--- config.mk ---
export PLATFORM = sky130hd
export DESIGN_NAME = pwm_fade_ctrl
export DESIGN_NICKNAME = d
export VERILOG_FILES = /design/src/rtl/pwm_fade_pkg.sv /design/src/rtl/pwm_fade_tick.sv /design/src/rtl/pwm_fade_ctrl.sv
export SDC_FILE = /design/constraint.sdc
export NUM_CORES = 1
export LEC_CHECK = 0
export BUFFER_PORTS_ARGS = -buffer_cell sky130_fd_sc_hd__buf_2
export CAP_MARGIN = 5
export CORE_AREA = 2 2 70 72
export DETAILED_ROUTE_END_ITERATION = 12
export DIE_AREA = 0 0 72 74
export PLACE_DENSITY = 0.71
export SLEW_MARGIN = 20
export SYNTH_ARGS = -nofsm -noshare
export SYNTH_HDL_FRONTEND = slang
export SYNTH_HIERARCHICAL = 1
export SYNTH_SLANG_ARGS = --single-unit
export TNS_END_PERCENT = 5
--- constraint.sdc ---
create_clock -name clk -period 6.1 [get_ports clk]
set_input_delay 1.525 -clock clk [delete_from_list [all_inputs] [get_ports clk]]
set_output_delay 1.525 -clock clk [all_outputs]
set_load 0.005 [all_outputs]
--- src/rtl/pwm_fade_pkg.sv ---
// Shared types and defaults for the PWM fade controller.
package pwm_fade_pkg;

   localparam int DUTY_W_DEF = 8;

   typedef enum logic [1:0] {
      IDLE      = 2'd0,
      RAMP_UP   = 2'd1,
      RAMP_DOWN = 2'd2
   } state_t;

endpackage

--- src/rtl/pwm_fade_tick.sv ---
// Step-rate divider: counts 0..STEP_DIV-1 while enabled and pulses tick on the wrap cycle.
module pwm_fade_tick #(
   parameter int STEP_DIV = 256
) (
   input  logic clk,
   input  logic rst_n,
   input  logic clear,
   input  logic enable,
   output logic tick
);

   localparam int CNT_W = (STEP_DIV > 1) ? $clog2(STEP_DIV) : 1;
   localparam logic [CNT_W-1:0] LAST = CNT_W'(STEP_DIV - 1);

   logic [CNT_W-1:0] cnt;

   assign tick = enable & ~clear & (cnt == LAST);

   // Held at zero outside a ramp so every ramp starts with a full STEP_DIV interval.
   always_ff @(posedge clk or negedge rst_n) begin
      if (!rst_n) begin
         cnt <= '0;
      end else if (clear || !enable || cnt == LAST) begin
         cnt <= '0;
      end else begin
         cnt <= cnt + CNT_W'(1);
      end
   end

endmodule

--- src/rtl/pwm_fade_ctrl.sv ---
// Duty-cycle fade controller: ramps value one code per STEP_DIV cycles toward a commanded target.
// Optional macro PWM_FADE_SYNC_EN aligns every value update to the PWM period_start pulse.
module pwm_fade_ctrl
   import pwm_fade_pkg::*;
#(
   parameter int STEP_DIV = 256,
   parameter int DUTY_W   = DUTY_W_DEF
) (
   input  logic              clk,
   input  logic              rst_n,
   input  logic              cmd_valid,
   output logic              cmd_ready,
   input  logic [DUTY_W-1:0] cmd_target,
   input  logic              cmd_instant,
`ifdef PWM_FADE_SYNC_EN
   input  logic              period_start,
`endif
   output logic [DUTY_W-1:0] value,
   output logic              busy,
   output logic              done
);

   state_t            state, state_d;
   logic [DUTY_W-1:0] target, target_d, value_d;
   logic              done_d;
   logic              accept, tick, step;

`ifdef PWM_FADE_SYNC_EN
   logic step_pend, step_pend_d;
   logic load_pend, load_pend_d;

   // A tick only arms the step; the update itself waits for the period boundary.
   assign step        = step_pend & period_start;
   assign step_pend_d = busy & (tick | (step_pend & ~period_start));
   assign cmd_ready   = (state == IDLE) & ~load_pend;
`else
   assign step      = tick;
   assign cmd_ready = (state == IDLE);
`endif

   assign busy   = (state != IDLE);
   assign accept = cmd_valid & cmd_ready;

   pwm_fade_tick #(
      .STEP_DIV (STEP_DIV)
   ) u_tick (
      .clk    (clk),
      .rst_n  (rst_n),
      .clear  (accept),
      .enable (busy),
      .tick   (tick)
   );

   always_ff @(posedge clk or negedge rst_n) begin
      if (!rst_n) begin
         state  <= IDLE;
         value  <= '0;
         target <= '0;
         done   <= 1'b0;
`ifdef PWM_FADE_SYNC_EN
         step_pend <= 1'b0;
         load_pend <= 1'b0;
`endif
      end else begin
         state  <= state_d;
         value  <= value_d;
         target <= target_d;
         done   <= done_d;
`ifdef PWM_FADE_SYNC_EN
         step_pend <= step_pend_d;
         load_pend <= load_pend_d;
`endif
      end
   end

   always_comb begin
      state_d  = state;
      target_d = target;
      value_d  = value;
      done_d   = 1'b0;
`ifdef PWM_FADE_SYNC_EN
      load_pend_d = load_pend;
`endif
      case (state)
         IDLE: begin
`ifdef PWM_FADE_SYNC_EN
            if (load_pend && period_start) begin
               value_d     = target;
               done_d      = 1'b1;
               load_pend_d = 1'b0;
            end
`endif
            if (accept) begin
               target_d = cmd_target;
               if (cmd_instant || cmd_target == value) begin
`ifdef PWM_FADE_SYNC_EN
                  load_pend_d = 1'b1;
`else
                  value_d = cmd_target;
                  done_d  = 1'b1;
`endif
               end else if (cmd_target > value) begin
                  state_d = RAMP_UP;
               end else begin
                  state_d = RAMP_DOWN;
               end
            end
         end
         // Steps always move toward an in-range target, so value cannot wrap.
         RAMP_UP: begin
            if (step) begin
               value_d = value + DUTY_W'(1);
               if (value_d == target) begin
                  state_d = IDLE;
                  done_d  = 1'b1;
               end
            end
         end
         RAMP_DOWN: begin
            if (step) begin
               value_d = value - DUTY_W'(1);
               if (value_d == target) begin
                  state_d = IDLE;
                  done_d  = 1'b1;
               end
            end
         end
         default: state_d = IDLE;
      endcase
   end

endmodule

==> impl_results.md <==
* Routed vias at between 1,500 and 2,000
* Max-cap violations at 0
* Worst reg2reg path startpoint: value[0]
* Placed Cells at around 310
* DRC violations left at 0
* Status: finished, final reports clean
* Placed cell area at 0.00231 mm2
* Fin cells at 317
* GRT Resource Usage Total at about a fifth
* Synth Cell Area at around 0.0022 mm2
* Worst-margin pin slew at between 0.6 and 0.7 ns
* CP Max Fanout at 11
* Unrepaired setup endpoints after global routing: false
* CTS buffer count at 3
* Seq/Total Area, Yosys at between 30 and 40%
* Cell internal pwr at approximately 0.23 mW
* Core Footprint at 0.00460 mm2
* Largest net degree at the start of global routing at 28
* GRT Residual Overflow at 0
* Setup TNS at 0 ns
* Cell Rows at 25
* Dpl hpwl at ~3700 um
* WL final at between 4000 and 5000 um
* Switching power at around 0.075 mW
* Initial antenna violation count at 0
* Leakage power at 1.12 nW
* Maximum clock frequency at 312 MHz
* Setup repair bufs after CTS at 0
* Worst min-delay path startpoint: u_tick/cnt[0]
* Worst-Skew Late Latency at 0.28 ns
* Top FF cell, synth: dfrtp_1
* Slew Viols, Final at 0
* FF+latch count, synth at 27
* Crit Path Category: input pin to register
* Clock Power Share at between 30% and 40%
* Layout cell share with drive strength beyond 1 at approximately 17%
* Worst vdd ir at 0.0888 mV
* Clock Skew at 0.00185 ns
* Die Ht at between 70 and 80 um
* Die ar. at ~0.0053 mm2
* Nets@finish at 291
* Worst Setup End Kind: register
* Final instance area at around 0.0024 mm2
* Gp weighted congestion at approximately 0.82
* Net Sw Frac at approximately a quarter
* Worst reg2reg path endpoint: state[0]
* Asr flop ratio synth at 100%
* Worst Setup Slack, final at 2.90 ns
* Post-CTS sizing at 0
* Via-per-instance ratio at a little under 6
* First-pass GRT wire length at approximately 8000 um
* Critical Path Source: cmd_valid
* Worst slack, placed at around 2.4 ns
* Power Dens Cells at roughly 130 mW/mm2
* Final setup fails at 0
* Final period utilization at around 53%
* Register-to-Register Path Depth at 8
* Reg2reg setup slack at roughly 3.1 ns
* Part of the power in registers at roughly three fifths
* Synth Area per Inst at 8.82 um2
* CTS clk-pin slew, worst paths at ~0.1 ns
* Library cells used by synthesis at 56
* Worst min path class: register to register
* Hold Worst Slack at roughly 0.51 ns
* CP arrival at approximately 3.4 ns
* Max Root-Sink Buffers at 2
* Syn Nets at 279
* DRT antenna net count at 0
* Clk root buf: clkbuf_8
* Post-synth EDFFs at 0
* Syn. warnings at 6
* CTS Sinks at 27
* Diode count at 0
* Req. time, crit path at about 6.3 ns
* Final hold violations at 0
* Setup crit end: state[0]
* DR iter-0 viols at ~170
* Relative slew slack at 55.3%
* Comb pwr share at roughly 5.4%
* P&R area growth vs syn at 6.42%
* CTS H-tree lvls at 1
* Initial Util at roughly half
* DIE WIDTH at about 70 um
* Crit start category: input pin
* Ports at 23
* Final worst path period need at between 3 and 4 ns
* Port buffer count at 22
* Number of global-route vias before repair at about 1,700
* Post-Synthesis Cells at approximately 250
* Hold buffer count at CTS at 0
* Drt wl/cell at approximately 16 um
* Router iterations before antenna repair at 4
* CTS tree: yes
[through the flow]
stage / utilization (%) / power (mW)
6_report: 51.4 / 0.308
5_1_grt: 51.4 / 0.321
4_1_cts: 51.3 / 0.313
3_5_place_dp: 50.3 / 0.199
3_3_place_gp: 50.3 / 0.199
2_1_floorplan: - / 0.188
[power by group through the flow]
stage          clock, mW  sequential [mW]  combinational, mW
6_report           0.112            0.179             0.0167
5_1_grt            0.123            0.179             0.0190
4_1_cts            0.117            0.179             0.0170
3_5_place_dp           0            0.182             0.0169
3_3_place_gp           0            0.182             0.0166
2_1_floorplan          0            0.182            0.00598
[final cells by class]
| class | instances | area, um2 |
|---|---|---|
| Tap cell | 54 | 67.6 |
| Inverter | 18 | 67.6 |
| Fill cell | 427 | 2230 |
| Clock inverter | 1 | 8.76 |
| Clock buffer | 3 | 41.3 |
| Timing Repair Buffer | 22 | 110 |
| Multi-Input combinational cell | 192 | 1390 |
| Sequential cell | 27 | 676 |
[layer usage]
| metal | part of all wire [%] | global-route usage [%] | wire length [um] |
|---|---|---|---|
| met1 | 47 | 25.8 | 2300 |
| met2 | 48 | 32.6 | 2360 |
| met3 | 4.6 | 2.98 | 224 |
| met4 | 0.73 | 5.03 | 36 |
| met5 | 0 | 0 | 0 |
[synth_stat cells, types with 3 or more instances]
cell type | number | area share (%)
a211oi_1 | 4 | 1.4
a21o_1 | 5 | 1.7
dfrtp_1 | 27 | 30
nand3_1 | 7 | 1.6
nor2b_1 | 5 | 1.4
and3_1 | 3 | 0.84
nor2_1 | 21 | 3.5
ha_1 | 15 | 8.4
o211ai_1 | 3 | 1.0
or3_1 | 4 | 1.1
a21oi_1 | 5 | 1.1
inv_1 | 18 | 3.0
clkbuf_1 | 9 | 1.5
o221ai_1 | 5 | 2.0
mux2i_1 | 3 | 1.4
xnor2_1 | 12 | 4.7
nand2_1 | 19 | 3.2
xor2_1 | 9 | 3.5
mux2_2 | 7 | 3.5
nor3_1 | 5 | 1.1
nand4_1 | 5 | 1.4
o21ai_0 | 19 | 4.3
buf_6 | 4 | 2.0
[kinds of logic after synthesis]
family	after synthesis	share of synthesized area [%]
compound gates	62	19.4
fa+ha+maj	15	8.45
mux	11	5.57
buf+inv	33	7.04
simple gates	81	19.4
xor+xnor	23	9.74
flops	27	30.4
[state kept, by name, indices dropped and copies added (netlist names)]
| name | count |
|---|---|
| u_tick/cnt | 8 |
| target | 8 |
| state | 2 |
| value | 8 |
| done | 1 |
[placed cells by master (no fill, tap or decap), types with 7 or more instances in the layout]
master and instances:
dfrtp_1 27, buf_2 22, nor2_1 21, nand2_1 19, o21ai_0 19, inv_1 18
ha_1 15, xnor2_1 12, xor2_1 9, nand3_1 7, mux2_2 7
[worst max-delay path, stage by stage]
cell,delay [ns]
buf_2,0.11
nand2_1,0.34
inv_1,0.07
nand2b_1,0.25
nor2_1,0.20
nor2_1,0.09
a21o_1,0.16
a221o_2,0.34
mux2_4,0.31
[worst min path at each step]
| stage | cells past startpoint | slack (ns) | to |
|---|---|---|---|
| global route | 1 | 0.55 | u_tick/cnt[0] |
| CTS | 1 | 0.52 | u_tick/cnt[0] |
| floorplan | 2 | 0.47 | target[0] |
| global placement | 2 | 0.50 | target[0] |
| detailed placement | 1 | 0.50 | u_tick/cnt[0] |
| finish | 1 | 0.51 | u_tick/cnt[0] |
(Power assumes the default switching activity.)
